==> src/rtl/vga_grid_pkg.sv <==
// Shared timing/grid constants, cell codes and arbiter state type for the
// snake-grid memory arbiter.
package vga_grid_pkg;

   localparam int DEF_HOR_FIELD = 800;
   localparam int DEF_HOR_TOTAL = 1042;
   localparam int DEF_VER_FIELD = 600;
   localparam int DEF_VER_TOTAL = 665;
   localparam int DEF_CELL_PX   = 20;
   localparam int DEF_GRID_COLS = 40;
   localparam int DEF_GRID_ROWS = 30;
   localparam int DEF_CELL_W    = 2;
   localparam int DEF_ADDR_W    = 11;
   localparam int COL_W         = 12;
   localparam int ROW_W         = 11;

   typedef enum logic [1:0] {
      EMPTY = 2'd0,
      SNAKE = 2'd1,
      FOOD  = 2'd2,
      WALL  = 2'd3
   } cell_code_e;

   typedef enum logic [1:0] {
      IDLE  = 2'd0,
      ISSUE = 2'd1,
      WAIT  = 2'd2,
      ACK   = 2'd3
   } arb_state_e;

endpackage

==> src/rtl/cell_addr_gen.sv <==
// Converts the raster position into a grid cell index using sub-pixel and
// cell counters, so no divider or multiplier is needed.
module cell_addr_gen
   import vga_grid_pkg::*;
#(
   parameter int CELL_PX   = DEF_CELL_PX,
   parameter int GRID_COLS = DEF_GRID_COLS,
   parameter int ADDR_W    = DEF_ADDR_W
) (
   input  logic              clock,
   input  logic              reset,
   input  logic [COL_W-1:0]  i_col,
   input  logic [ROW_W-1:0]  i_row,
   output logic [ADDR_W-1:0] o_cellAddr
);

   localparam int SUB_W = $clog2(CELL_PX);
   localparam logic [SUB_W-1:0] SUB_LAST = SUB_W'(CELL_PX - 1);

   logic [SUB_W-1:0]  r_colSub, w_colSub;
   logic [ADDR_W-1:0] r_colCell, w_colCell;
   logic [SUB_W-1:0]  r_rowSub, w_rowSub;
   logic [ADDR_W-1:0] r_rowBase, w_rowBase;

   // The row counters only move on the first pixel of a line; the registered
   // values always describe the previous cycle's position.
   always_comb begin
      w_colSub  = r_colSub + 1'b1;
      w_colCell = r_colCell;
      w_rowSub  = r_rowSub;
      w_rowBase = r_rowBase;
      if (i_col == '0) begin
         w_colSub  = '0;
         w_colCell = '0;
         if (i_row == '0) begin
            w_rowSub  = '0;
            w_rowBase = '0;
         end else if (r_rowSub == SUB_LAST) begin
            w_rowSub  = '0;
            w_rowBase = r_rowBase + ADDR_W'(GRID_COLS);
         end else begin
            w_rowSub  = r_rowSub + 1'b1;
         end
      end else if (r_colSub == SUB_LAST) begin
         w_colSub  = '0;
         w_colCell = r_colCell + 1'b1;
      end
   end

   always_ff @(posedge clock or negedge reset) begin
      if (!reset) begin
         r_colSub  <= '0;
         r_colCell <= '0;
         r_rowSub  <= '0;
         r_rowBase <= '0;
      end else begin
         r_colSub  <= w_colSub;
         r_colCell <= w_colCell;
         r_rowSub  <= w_rowSub;
         r_rowBase <= w_rowBase;
      end
   end

   assign o_cellAddr = w_rowBase + w_colCell;

endmodule

==> src/rtl/grid_mem_arbiter.sv <==
// Shares a single-port grid RAM between the pixel renderer (absolute priority
// inside the visible window) and game logic (served during blanking).
module grid_mem_arbiter
   import vga_grid_pkg::*;
#(
   parameter int HOR_FIELD = DEF_HOR_FIELD,
   parameter int HOR_TOTAL = DEF_HOR_TOTAL,
   parameter int VER_FIELD = DEF_VER_FIELD,
   parameter int VER_TOTAL = DEF_VER_TOTAL,
   parameter int CELL_PX   = DEF_CELL_PX,
   parameter int GRID_COLS = DEF_GRID_COLS,
   parameter int GRID_ROWS = DEF_GRID_ROWS,
   parameter int CELL_W    = DEF_CELL_W,
   parameter int ADDR_W    = DEF_ADDR_W
) (
   input  logic              clock,
   input  logic              reset,
   input  logic [COL_W-1:0]  display_col,
   input  logic [ROW_W-1:0]  display_row,
   input  logic              g_req,
   input  logic              g_we,
   input  logic [ADDR_W-1:0] g_addr,
   input  logic [CELL_W-1:0] g_wdata,
   output logic              g_ack,
   output logic [CELL_W-1:0] g_rdata,
   output logic [ADDR_W-1:0] mem_addr,
   output logic              mem_we,
   output logic [CELL_W-1:0] mem_wdata,
   input  logic [CELL_W-1:0] mem_rdata,
   output logic [CELL_W-1:0] cell_code,
   output logic              frame_tick
);

   arb_state_e        r_state;
   logic              r_gAck, r_memWe, r_frameTick, r_zeroRdata;
   logic              r_winD1, r_winD2;
   logic [CELL_W-1:0] r_gRdata, r_memWdata, r_cellCode;
   logic [ADDR_W-1:0] r_memAddr;
   logic [ADDR_W-1:0] w_dispAddr;
   logic              w_inWindow, w_free, w_grant, w_oobReq;

   cell_addr_gen #(
      .CELL_PX   (CELL_PX),
      .GRID_COLS (GRID_COLS),
      .ADDR_W    (ADDR_W)
   ) u_cellAddrGen (
      .clock      (clock),
      .reset      (reset),
      .i_col      (display_col),
      .i_row      (display_row),
      .o_cellAddr (w_dispAddr)
   );

   assign w_inWindow = (display_col < COL_W'(HOR_FIELD)) && (display_row < ROW_W'(VER_FIELD));
   // Column slack stops two short of the line end so a game access can never
   // still be on the bus when the next line's first display address is issued.
   assign w_free     = ((display_row >= ROW_W'(VER_FIELD)) && (display_row < ROW_W'(VER_TOTAL))) ||
                       ((display_col >= COL_W'(HOR_FIELD)) && (display_col <= COL_W'(HOR_TOTAL - 3)));
   assign w_grant    = (r_state == IDLE) && g_req && w_free;
   assign w_oobReq   = (g_addr >= ADDR_W'(GRID_COLS * GRID_ROWS));

   // The mem_* registers double as the latched game request during ISSUE;
   // r_zeroRdata remembers whether the ack must return 0.
   always_ff @(posedge clock or negedge reset) begin
      if (!reset) begin
         r_state     <= IDLE;
         r_gAck      <= 1'b0;
         r_gRdata    <= '0;
         r_memAddr   <= '0;
         r_memWe     <= 1'b0;
         r_memWdata  <= '0;
         r_cellCode  <= '0;
         r_frameTick <= 1'b0;
         r_zeroRdata <= 1'b0;
         r_winD1     <= 1'b0;
         r_winD2     <= 1'b0;
      end else begin
         r_frameTick <= (display_col == '0) && (display_row == ROW_W'(VER_FIELD));
         r_winD1     <= w_inWindow;
         r_winD2     <= r_winD1;
         r_cellCode  <= r_winD2 ? mem_rdata : '0;
         r_gAck      <= 1'b0;
         r_gRdata    <= '0;
         r_memWe     <= 1'b0;
         r_memWdata  <= '0;
         r_memAddr   <= w_inWindow ? w_dispAddr : '0;
         case (r_state)
            IDLE: begin
               if (w_grant) begin
                  r_memAddr   <= g_addr;
                  r_memWe     <= g_we && !w_oobReq;
                  r_memWdata  <= g_wdata;
                  r_zeroRdata <= g_we || w_oobReq;
                  r_state     <= ISSUE;
               end
            end
            ISSUE: r_state <= WAIT;
            WAIT: begin
               r_gAck   <= 1'b1;
               r_gRdata <= r_zeroRdata ? '0 : mem_rdata;
               r_state  <= ACK;
            end
            ACK:     r_state <= IDLE;
            default: r_state <= IDLE;
         endcase
      end
   end

   assign g_ack      = r_gAck;
   assign g_rdata    = r_gRdata;
   assign mem_addr   = r_memAddr;
   assign mem_we     = r_memWe;
   assign mem_wdata  = r_memWdata;
   assign cell_code  = r_cellCode;
   assign frame_tick = r_frameTick;

endmodule

==> config.mk <==
export PLATFORM = sky130hd
export DESIGN_NAME = grid_mem_arbiter
export DESIGN_NICKNAME = d
export VERILOG_FILES = /design/src/rtl/vga_grid_pkg.sv /design/src/rtl/cell_addr_gen.sv /design/src/rtl/grid_mem_arbiter.sv
export SDC_FILE = /design/constraint.sdc
export NUM_CORES = 1
export LEC_CHECK = 0
export ABC_AREA = 1
export CELL_PAD_IN_SITES_DETAIL_PLACEMENT = 0
export CELL_PAD_IN_SITES_GLOBAL_PLACEMENT = 1
export CORE_AREA = 2 2 102 104
export DETAILED_ROUTE_END_ITERATION = 8
export DIE_AREA = 0 0 104 106
export PLACE_DENSITY_LB_ADDON = 0.1
export SLEW_MARGIN = 15
export SYNTH_ARGS = -nofsm -noshare
export SYNTH_HDL_FRONTEND = slang
export SYNTH_HIERARCHICAL = 1
export SYNTH_SLANG_ARGS = --single-unit
==> constraint.sdc <==
create_clock -name clock -period 2.8 [get_ports clock]
set_input_delay 0.28 -clock clock [delete_from_list [all_inputs] [get_ports clock]]
set_output_delay 0.28 -clock clock [all_outputs]
set_load 0.02 [all_outputs]
==> results of run 1 <==
==> power by group <==
part           switching [mW]  internal, mW
Clock                   0.349         0.432
Sequential             0.0698         0.935
Combinational           0.527         0.548
Total                   0.947          1.91
==> metrics by stage <==
step | total power [mW] | setup TNS [ns]
detailed placement | 1.96 | -1.98
finish | 2.86 | 0
CTS | 2.77 | 0
global route | 3.07 | -0.316
global placement | 1.95 | -1.88
floorplan | 1.49 | 0
==> cell usage after synthesis <==
cell / count
nor3_1: 9
nor2_4: 2
nor2_2: 3
a31oi_1: 3
fa_1: 1
clkbuf_1: 1
inv_1: 66
o21ai_0: 16
nor3_4: 1
xor2_1: 8
nor2_1: 57
o21bai_1: 1
nand3_1: 33
a21oi_2: 1
mux2i_1: 1
nand2_4: 3
nand4_1: 8
o21ai_2: 6
a211oi_1: 2
ha_1: 17
inv_2: 3
a21o_1: 1
nand3b_1: 1
buf_2: 1
nand2_2: 1
or2_2: 2
nand3_2: 3
nand2_1: 92
buf_6: 2
a31o_2: 1
and2_1: 1
xnor2_1: 5
dfrtp_1: 57
a21oi_1: 18
nor4_1: 2
nor3_2: 2
nor3b_1: 4
==> worst max path at each step <==
stage	to	startpoint	slack [ns]
final	mem_addr[9]	display_col[5]	0.09
after global routing	mem_addr[9]	display_col[7]	-0.11
after CTS	mem_addr[9]	u_cellAddrGen/r_colCell[0]	0.01
after detailed placement	mem_addr[8]	display_col[7]	-0.41
after global placement	mem_addr[8]	display_col[7]	-0.38
after floorplan	mem_addr[8]	display_col[11]	0.17
==> kinds of logic (layout without fill, tap and decap cells) <==
group                      after synthesis  after routing  share of synthesized area
muxes                                    1              1                    0.00295
and+or+nand+nor                        224            224                      0.305
xor gates and xnor gates                13             13                     0.0335
adders and majority gates               18             18                     0.0685
AOI/OAI and AO/OA                       49             49                     0.0851
buffers and inverters                   73            240                     0.0854
DFF                                     57             57                      0.420
==> worst register-to-register path, cell delays in order (launching register included) <==
cell and delay, ns:
dfrtp_1 0.36, ha_2 0.21, nand2_4 0.06, nor2_4 0.12
nand2_2 0.10, nor3_4 0.23, nand4_1 0.11, nor3b_2 0.16
buf_4 0.16, ha_4 0.24, a21oi_1 0.18, nor2_1 0.07
a211oi_2 0.17, nand3_2 0.10, inv_1 0.07, nand3_1 0.07
nand2_1 0.07, nand2_1 0.06, o21ai_2 0.07
==> cell type report <==
type,instances,area [um^2]
clock buffers,11,141
well taps,136,170
flip-flops and latches,57,1430
clock inverters,5,55.1
repair buffers,155,1340
inverters,69,259
multi-input cells,305,1970
fillers,1003,4640
==> metal layers <==
metal,GRT usage,vias up,share of wire
met3,0.0362,16,0.037
met1,0.221,1589,0.45
met5,0,-,0
li1,-,1721,-
met2,0.294,61,0.49
met4,0.0792,0,0.019
==> state kept, by name, indices dropped and copies added (netlist names) <==
name and cells:
cell_code 2, frame_tick 1, g_ack 1, g_rdata 2, mem_addr 11, mem_wdata 2, mem_we 1, r_state 2
r_winD1 1, r_winD2 1, r_zeroRdata 1, u_cellAddrGen/r_colCell 11, u_cellAddrGen/r_colSub 5, u_cellAddrGen/r_rowBase 11, u_cellAddrGen/r_rowSub 5
==> timing repair <==
| action | CTS | global route |
|---|---|---|
| hold buffers | 1 | 0 |
| hold endpoints to repair | 9 | 0 |
| gates resized for setup | 7 | 75 |
| pin swaps | 0 | 37 |
| setup buffers | 0 | 16 |
| endpoints found under the setup margin | 3 | 7 |
==> impl_results.html, run 1 <==
<table>
<tr><th>Metric</th><th>Value</th></tr>
<tr><th colspan="2">Synth</th></tr>
<tr><td>Post-synthesis register bit count</td><td>57</td></tr>
<tr><td>Cell variety after synth</td><td>37</td></tr>
<tr><td>Proportion of synthesized chip area in sequential cells</td><td>0.420</td></tr>
<tr><td>Number of nets produced by synthesis</td><td>495</td></tr>
<tr><td>Count of warnings emitted by yosys</td><td>6</td></tr>
<tr><td>Avg Inst Size Synth</td><td>7.81 um^2</td></tr>
<tr><td>Area fraction of the dominant cell type after synthesis</td><td>0.420</td></tr>
<tr><td>Mapped cell area</td><td>3400 um^2</td></tr>
<tr><td>Top post-synthesis cells by area</td><td>dfrtp_1 (42%), nand2_1 (10%), inv_1 (7.3%), nor2_1 (6.3%), ha_1 (6.3%)</td></tr>
<tr><td>Largest area contributor in the netlist</td><td>dfrtp_1</td></tr>
<tr><td>Cells after Synth</td><td>435</td></tr>
<tr><th colspan="2">STA</th></tr>
<tr><td>Part of the cycle the worst path needs</td><td>0.969</td></tr>
<tr><td>Final-layout worst hold slack</td><td>around 0.36 ns</td></tr>
<tr><td>Number of max-slew violations in the final report</td><td>0</td></tr>
<tr><td>Count of endpoints failing setup in the final report</td><td>0</td></tr>
<tr><td>Final critical-path setup slack</td><td>roughly 0.087 ns</td></tr>
<tr><td>Tightest Pin Transition</td><td>0.706 ns</td></tr>
<tr><td>Worst clock skew</td><td>between 0.007 and 0.008 ns</td></tr>
<tr><td>Time the worst path needs with I/O delays and setup</td><td>between 2 and 3 ns</td></tr>
<tr><td>Max_slew headroom</td><td>0.529</td></tr>
<tr><td>Setup repair after global routing missed its margin</td><td>true</td></tr>
<tr><td>Max Clk Rate</td><td>between 300 and 400 MHz</td></tr>
<tr><td>Hold Vio Cnt, Final</td><td>0</td></tr>
<tr><th colspan="2">Global routing</th></tr>
<tr><td>Initial antenna violation count</td><td>0</td></tr>
<tr><td>Wire length of the first global-routing pass</td><td>15400 um</td></tr>
<tr><td>Number of global-route vias before repair</td><td>approximately 3400</td></tr>
<tr><td>Total routing usage reported by global routing</td><td>0.176</td></tr>
<tr><td>Maximum number of pins on one net before global-route repair</td><td>33</td></tr>
<tr><td>Residual overflow from global routing</td><td>0</td></tr>
<tr><th colspan="2">Placed design</th></tr>
<tr><td>Post-DP HPWL</td><td>between 7000 and 8000 um</td></tr>
<tr><td>Placed instance area</td><td>between 4000 and 5000 um^2</td></tr>
<tr><td>Post-placement setup slack</td><td>-0.409 ns</td></tr>
<tr><td>Number of port buffers</td><td>around 60</td></tr>
<tr><td>Routability congestion estimate</td><td>between 0.8 and 0.9</td></tr>
<tr><td>Number of instances in the placed design</td><td>just over 700</td></tr>
<tr><th colspan="2">Critical path</th></tr>
<tr><td>Type of the worst setup path</td><td>input port to flop</td></tr>
<tr><td>Endpoint kind of the worst setup timing path</td><td>flop</td></tr>
<tr><td>Peak fanout along the critical path</td><td>7</td></tr>
<tr><td>Logic depth of the worst setup path including buffers</td><td>17</td></tr>
<tr><td>Required time of the critical path</td><td>just over 3 ns</td></tr>
<tr><td>Number of cells traversed by the worst register-to-register path</td><td>18</td></tr>
<tr><td>Worst reg2reg path startpoint</td><td>u_cellAddrGen/r_colSub[1]</td></tr>
<tr><td>Destination of the worst register-to-register timing path</td><td>mem_addr[10]</td></tr>
<tr><td>Register-to-Register Setup Slack</td><td>approximately 0.11 ns</td></tr>
<tr><td>Sequence of cells on the critical path</td><td>clkdlybuf4s50_1 -&gt; nor2_1 -&gt; nand2_1 -&gt; nor2_4 -&gt; nand2_4 -&gt; buf_4 -&gt; nor2_2 -&gt; buf_4 -&gt; xnor2_1 -&gt; nor2_1 -&gt; ha_2 -&gt; a21o_1 -&gt; nand3_1 -&gt; nand4_1 -&gt; xor2_1 -&gt; nand2_1 -&gt; o21ai_2</td></tr>
<tr><td>Worst path arrival time</td><td>approximately 2.9 ns</td></tr>
<tr><td>Stage delay of the slowest cell on the critical path</td><td>~0.43 ns</td></tr>
<tr><td>Sort of element at the start of the critical path</td><td>input port</td></tr>
<tr><td>Slowest cell on the critical path</td><td>clkdlybuf4s50_1</td></tr>
<tr><td>Kind of cell adding the most delay to the critical path</td><td>simple AND/OR/NAND/NOR gates</td></tr>
<tr><td>CP Buf/Inv Count</td><td>3</td></tr>
<tr><th colspan="2">Clocking</th></tr>
<tr><td>Clock-pin slew of the registers on the worst-case setup and hold paths</td><td>about 0.070 ns</td></tr>
<tr><td>Clock H-tree levels</td><td>3</td></tr>
<tr><td>Worst-skew pair later-pin latency</td><td>about 0.34 ns</td></tr>
<tr><td>Root buffer cell</td><td>clkbuf_8</td></tr>
<tr><td>Number of sinks handled by clock tree synthesis</td><td>57</td></tr>
<tr><td>Clock tree from TritonCTS</td><td>built</td></tr>
<tr><td>Number of buffers added by the clock tree synthesis step</td><td>9</td></tr>
<tr><td>Max Root-Sink Buffers</td><td>2</td></tr>
<tr><th colspan="2">Detailed routing</th></tr>
<tr><td>Routed vias/inst</td><td>roughly 4.6</td></tr>
<tr><td>Average wire per standard cell</td><td>between 10 and 15 um</td></tr>
<tr><td>Final ANT Viol Nets</td><td>0</td></tr>
<tr><td>Wirelength, routed</td><td>9490 um</td></tr>
<tr><td>Total via count in the routed design</td><td>3387</td></tr>
<tr><td>Drt first-iter violations</td><td>98</td></tr>
<tr><td>Iteration count of the initial detailed-routing pass</td><td>4</td></tr>
<tr><td># DRC</td><td>0</td></tr>
<tr><th colspan="2">Cells and area</th></tr>
<tr><td>Area growth, synth to finish</td><td>57.8%</td></tr>
<tr><td>Final instance count without filler cells</td><td>between 700 and 800</td></tr>
<tr><td>Leading cell type in the layout, fill and taps excluded</td><td>buf_4</td></tr>
<tr><td>Antenna Cells</td><td>0</td></tr>
<tr><td>Final Net Count</td><td>~660</td></tr>
<tr><td>Final std cell area, no fill</td><td>between 5000 and 6000 um^2</td></tr>
<tr><td>Leading cell types in the layout, fill and taps excluded</td><td>buf_4 (89), nand2_1 (83), inv_1 (62), clkdlybuf4s50_1 (58), dfrtp_1 (57)</td></tr>
<tr><td>Utilization after layout</td><td>0.536</td></tr>
<tr><td>Share of cells above drive strength 1</td><td>0.327</td></tr>
<tr><th colspan="2">Status</th></tr>
<tr><td>Outcome</td><td>finished clean</td></tr>
<tr><th colspan="2">Die</th></tr>
<tr><td>Die footprint</td><td>between 10000 and 15000 um^2</td></tr>
<tr><td>Die outline height</td><td>roughly 110 um</td></tr>
<tr><td>Initial core utilization</td><td>0.340</td></tr>
<tr><td>Number of placement rows</td><td>37</td></tr>
<tr><td>Width of the chip</td><td>~100 um</td></tr>
<tr><td>Total core area</td><td>between 9000 and 10000 um^2</td></tr>
<tr><td># IOs</td><td>just over 60</td></tr>
<tr><th colspan="2">Pwr</th></tr>
<tr><td>Power density over cell area</td><td>534 nW/um^2</td></tr>
<tr><td>P_leak</td><td>2.70 nW</td></tr>
<tr><td>Worst VDD drop</td><td>about 0.31 mV</td></tr>
<tr><th colspan="2">Job</th></tr>
<tr><td># Max-Cap Violations</td><td>0</td></tr>
<tr><th colspan="2">Worst hold path</th></tr>
<tr><td>Hold Path End</td><td>r_winD2</td></tr>
<tr><td>Class of the tightest hold or removal check</td><td>flop to flop</td></tr>
<tr><td>Startpoint of the lowest-slack hold path</td><td>r_winD1</td></tr>
<tr><td>Number of instances on the worst hold path</td><td>0</td></tr>
</table>
Note: power is estimated with default switching activity, not from simulation.
==> run 2: changes to the inputs <==
==> constraint.sdc (replaced) <==
create_clock -name clock -period 2.8 [get_ports clock]
set_input_delay 0.56 -clock clock [delete_from_list [all_inputs] [get_ports clock]]
set_output_delay 0.56 -clock clock [all_outputs]
set_load 0.02 [all_outputs]
==> run 2 against run 1 <==
Flip-flop and latch count unchanged. Combinational power down 5%. Non-clock buffer count down 10. Power up 1.5%. Sequential share of layout area about the same. Global-route usage down 0.34 points.
==> impl_results.html, run 2 (synthesis gave the netlist of run 1 again) <==
<table>
<tr><th>Metric</th><th>Value</th></tr>
<tr><th colspan="2">STA</th></tr>
<tr><td>Number of max-slew violations in the final report</td><td>0</td></tr>
<tr><td>Max_slew headroom</td><td>0.595</td></tr>
<tr><td>Time the worst path needs with I/O delays and setup</td><td>roughly 2.8 ns</td></tr>
<tr><td>Tightest Pin Transition</td><td>slightly above 0.6 ns</td></tr>
<tr><td>Final-layout worst hold slack</td><td>roughly 0.22 ns</td></tr>
<tr><td>Setup repair after global routing missed its margin</td><td>true</td></tr>
<tr><td>Part of the cycle the worst path needs</td><td>0.995</td></tr>
<tr><td>Count of endpoints failing setup in the final report</td><td>0</td></tr>
<tr><td>Total negative slack for setup checks</td><td>0 ns</td></tr>
<tr><td>Final critical-path setup slack</td><td>between 0.01 and 0.015 ns</td></tr>
<tr><td>Hold Vio Cnt, Final</td><td>0</td></tr>
<tr><td>Max Clk Rate</td><td>~360 MHz</td></tr>
<tr><td>Worst clock skew</td><td>0.0120 ns</td></tr>
<tr><th colspan="2">Critical path</th></tr>
<tr><td>Sort of element at the start of the critical path</td><td>flop</td></tr>
<tr><td>Required time of the critical path</td><td>slightly above 3 ns</td></tr>
<tr><td>Peak fanout along the critical path</td><td>4</td></tr>
<tr><td>Sequence of cells on the critical path</td><td>buf_4 -&gt; nor2_1 -&gt; nand3_2 -&gt; nor2_4 -&gt; inv_2 -&gt; nor2_4 -&gt; nand3_2 -&gt; o21ai_2 -&gt; a21oi_2 -&gt; ha_1 -&gt; buf_4 -&gt; nand2_1 -&gt; nor2_2 -&gt; nand3_1 -&gt; nand4_1 -&gt; xor2_1 -&gt; nand2_1 -&gt; o21ai_2</td></tr>
<tr><td>Endpoint kind of the worst setup timing path</td><td>flop</td></tr>
<tr><td>Stage delay of the slowest cell on the critical path</td><td>~0.4 ns</td></tr>
<tr><td>Type of the worst setup path</td><td>flop to flop</td></tr>
<tr><td>Slowest cell on the critical path</td><td>dfrtp_1</td></tr>
<tr><td>Worst path arrival time</td><td>between 3 and 4 ns</td></tr>
<tr><th colspan="2">Global routing</th></tr>
<tr><td>Wire length of the first global-routing pass</td><td>between 15000 and 20000 um</td></tr>
<tr><td>Residual overflow from global routing</td><td>0</td></tr>
<tr><td>Total routing usage reported by global routing</td><td>0.173</td></tr>
<tr><td>Initial antenna violation count</td><td>0</td></tr>
<tr><td>Number of global-route vias before repair</td><td>3339</td></tr>
<tr><td>Maximum number of pins on one net before global-route repair</td><td>35</td></tr>
<tr><th colspan="2">Cells and area</th></tr>
<tr><td>Share of cells above drive strength 1</td><td>0.323</td></tr>
<tr><td>Area growth, synth to finish</td><td>57.8%</td></tr>
<tr><td>Leading cell types in the layout, fill and taps excluded</td><td>nand2_1 (82), buf_4 (77), inv_1 (61), dfrtp_1 (57), nor2_1 (46)</td></tr>
<tr><td>Final Net Count</td><td>~650</td></tr>
<tr><td>Leading cell type in the layout, fill and taps excluded</td><td>nand2_1</td></tr>
<tr><td>Final instance count without filler cells</td><td>about 730</td></tr>
<tr><td>Antenna Cells</td><td>0</td></tr>
<tr><td>Utilization after layout</td><td>0.536</td></tr>
<tr><th colspan="2">Pwr</th></tr>
<tr><td>P_leak</td><td>between 2 and 3 nW</td></tr>
<tr><td>Power density over cell area</td><td>~540 nW/um^2</td></tr>
<tr><td>Worst VDD drop</td><td>0.346 mV</td></tr>
<tr><th colspan="2">Die</th></tr>
<tr><td>Die footprint</td><td>about 11000 um^2</td></tr>
<tr><td>Width of the chip</td><td>between 100 and 150 um</td></tr>
<tr><td># IOs</td><td>62</td></tr>
<tr><td>Die outline height</td><td>106 um</td></tr>
<tr><td>Initial core utilization</td><td>0.340</td></tr>
<tr><td>Number of placement rows</td><td>37</td></tr>
<tr><td>Total core area</td><td>approximately 10000 um^2</td></tr>
<tr><th colspan="2">Placed design</th></tr>
<tr><td>Post-placement setup slack</td><td>-0.561 ns</td></tr>
<tr><td>Routability congestion estimate</td><td>between 0.7 and 0.8</td></tr>
<tr><td>Number of instances in the placed design</td><td>roughly 700</td></tr>
<tr><td>Number of port buffers</td><td>61</td></tr>
<tr><td>Post-DP HPWL</td><td>~6900 um</td></tr>
<tr><th colspan="2">Status</th></tr>
<tr><td>Outcome</td><td>finished clean</td></tr>
<tr><th colspan="2">Clocking</th></tr>
<tr><td>Root buffer cell</td><td>clkbuf_8</td></tr>
<tr><td>Clock-pin slew of the registers on the worst-case setup and hold paths</td><td>~0.07 ns</td></tr>
<tr><td>Clock tree from TritonCTS</td><td>built</td></tr>
<tr><td>Worst-skew pair later-pin latency</td><td>~0.34 ns</td></tr>
<tr><td>Max Root-Sink Buffers</td><td>2</td></tr>
<tr><td>Clock H-tree levels</td><td>3</td></tr>
<tr><td>Number of buffers added by the clock tree synthesis step</td><td>9</td></tr>
<tr><td>Number of sinks handled by clock tree synthesis</td><td>57</td></tr>
<tr><th colspan="2">Detailed routing</th></tr>
<tr><td>Routed vias/inst</td><td>~4.5</td></tr>
<tr><td>Average wire per standard cell</td><td>around 12 um</td></tr>
<tr><td>Total via count in the routed design</td><td>3291</td></tr>
<tr><td># DRC</td><td>0</td></tr>
<tr><td>Wirelength, routed</td><td>roughly 9000 um</td></tr>
<tr><td>Final ANT Viol Nets</td><td>0</td></tr>
<tr><td>Drt first-iter violations</td><td>119</td></tr>
<tr><td>Iteration count of the initial detailed-routing pass</td><td>4</td></tr>
<tr><th colspan="2">Job</th></tr>
<tr><td># Max-Cap Violations</td><td>0</td></tr>
<tr><th colspan="2">Worst hold path</th></tr>
<tr><td>Class of the tightest hold or removal check</td><td>input port to async pin</td></tr>
</table>
## run 2: power breakdown
group	switching, mW	internal [mW]	total, mW
clock	0.341	0.528	0.869
combinational	0.510	0.516	1.03
sequential	0.0727	0.935	1.01
## run 2: area by class of cell
type | instances | area, um^2
fill | 979 | 4640
multi-input combinational | 305 | 2020
sequential | 57 | 1430
timing repair buffer | 145 | 1270
inverter | 69 | 264
tap | 136 | 170
clock buffer | 12 | 145
clock inverter | 4 | 76.3
## run 2: final timing paths
check                                     startpoint                        end  slack [ns]  cells after the start
setup reg to reg           u_cellAddrGen/r_colSub[2]                mem_addr[9]        0.01                     18
hold reg to reg                              r_winD1                    r_winD2        0.36                      0
setup / recovery           u_cellAddrGen/r_colSub[2]                mem_addr[9]        0.01                     18
hold / removal                                 reset  u_cellAddrGen/r_rowSub[4]        0.22                      1
max in group asynchronous                      reset                mem_addr[7]        1.97                      2
min in group clock                           r_winD1                    r_winD2        0.36                      0
## run 2: per-layer routing
| layer | vias to the layer above | global-route usage | wire (um) |
|---|---|---|---|
| met5 | - | 0 | 0 |
| met4 | 0 | 0.0483 | 82 |
| met3 | 5 | 0.0405 | 359 |
| met2 | 66 | 0.292 | 4580 |
| met1 | 1525 | 0.222 | 4050 |
| li1 | 1695 | - | - |
## run 2: what timing repair did
item,CTS,global route
setup buffers,7,8
hold buffers,0,0
pin swaps,35,57
gates resized for setup,54,67
setup endpoints to repair,6,6
## run 2: worst max-delay path: cells and delay by family (launching register included)
family	cells	cell delay [ns]
simple gates	10	1.15
flops	1	0.40
buf+inv	3	0.36
compound gates	3	0.33
fa+ha+maj	1	0.33
xor+xnor	1	0.15
## run 2: metrics by stage
stage | cell area (um^2) | power (mW)
2_1_floorplan | 3410 | 1.49
3_3_place_gp | 4680 | 1.93
3_5_place_dp | 4680 | 1.93
4_1_cts | 5040 | 2.83
5_1_grt | 5360 | 3.10
6_report | 5360 | 2.90
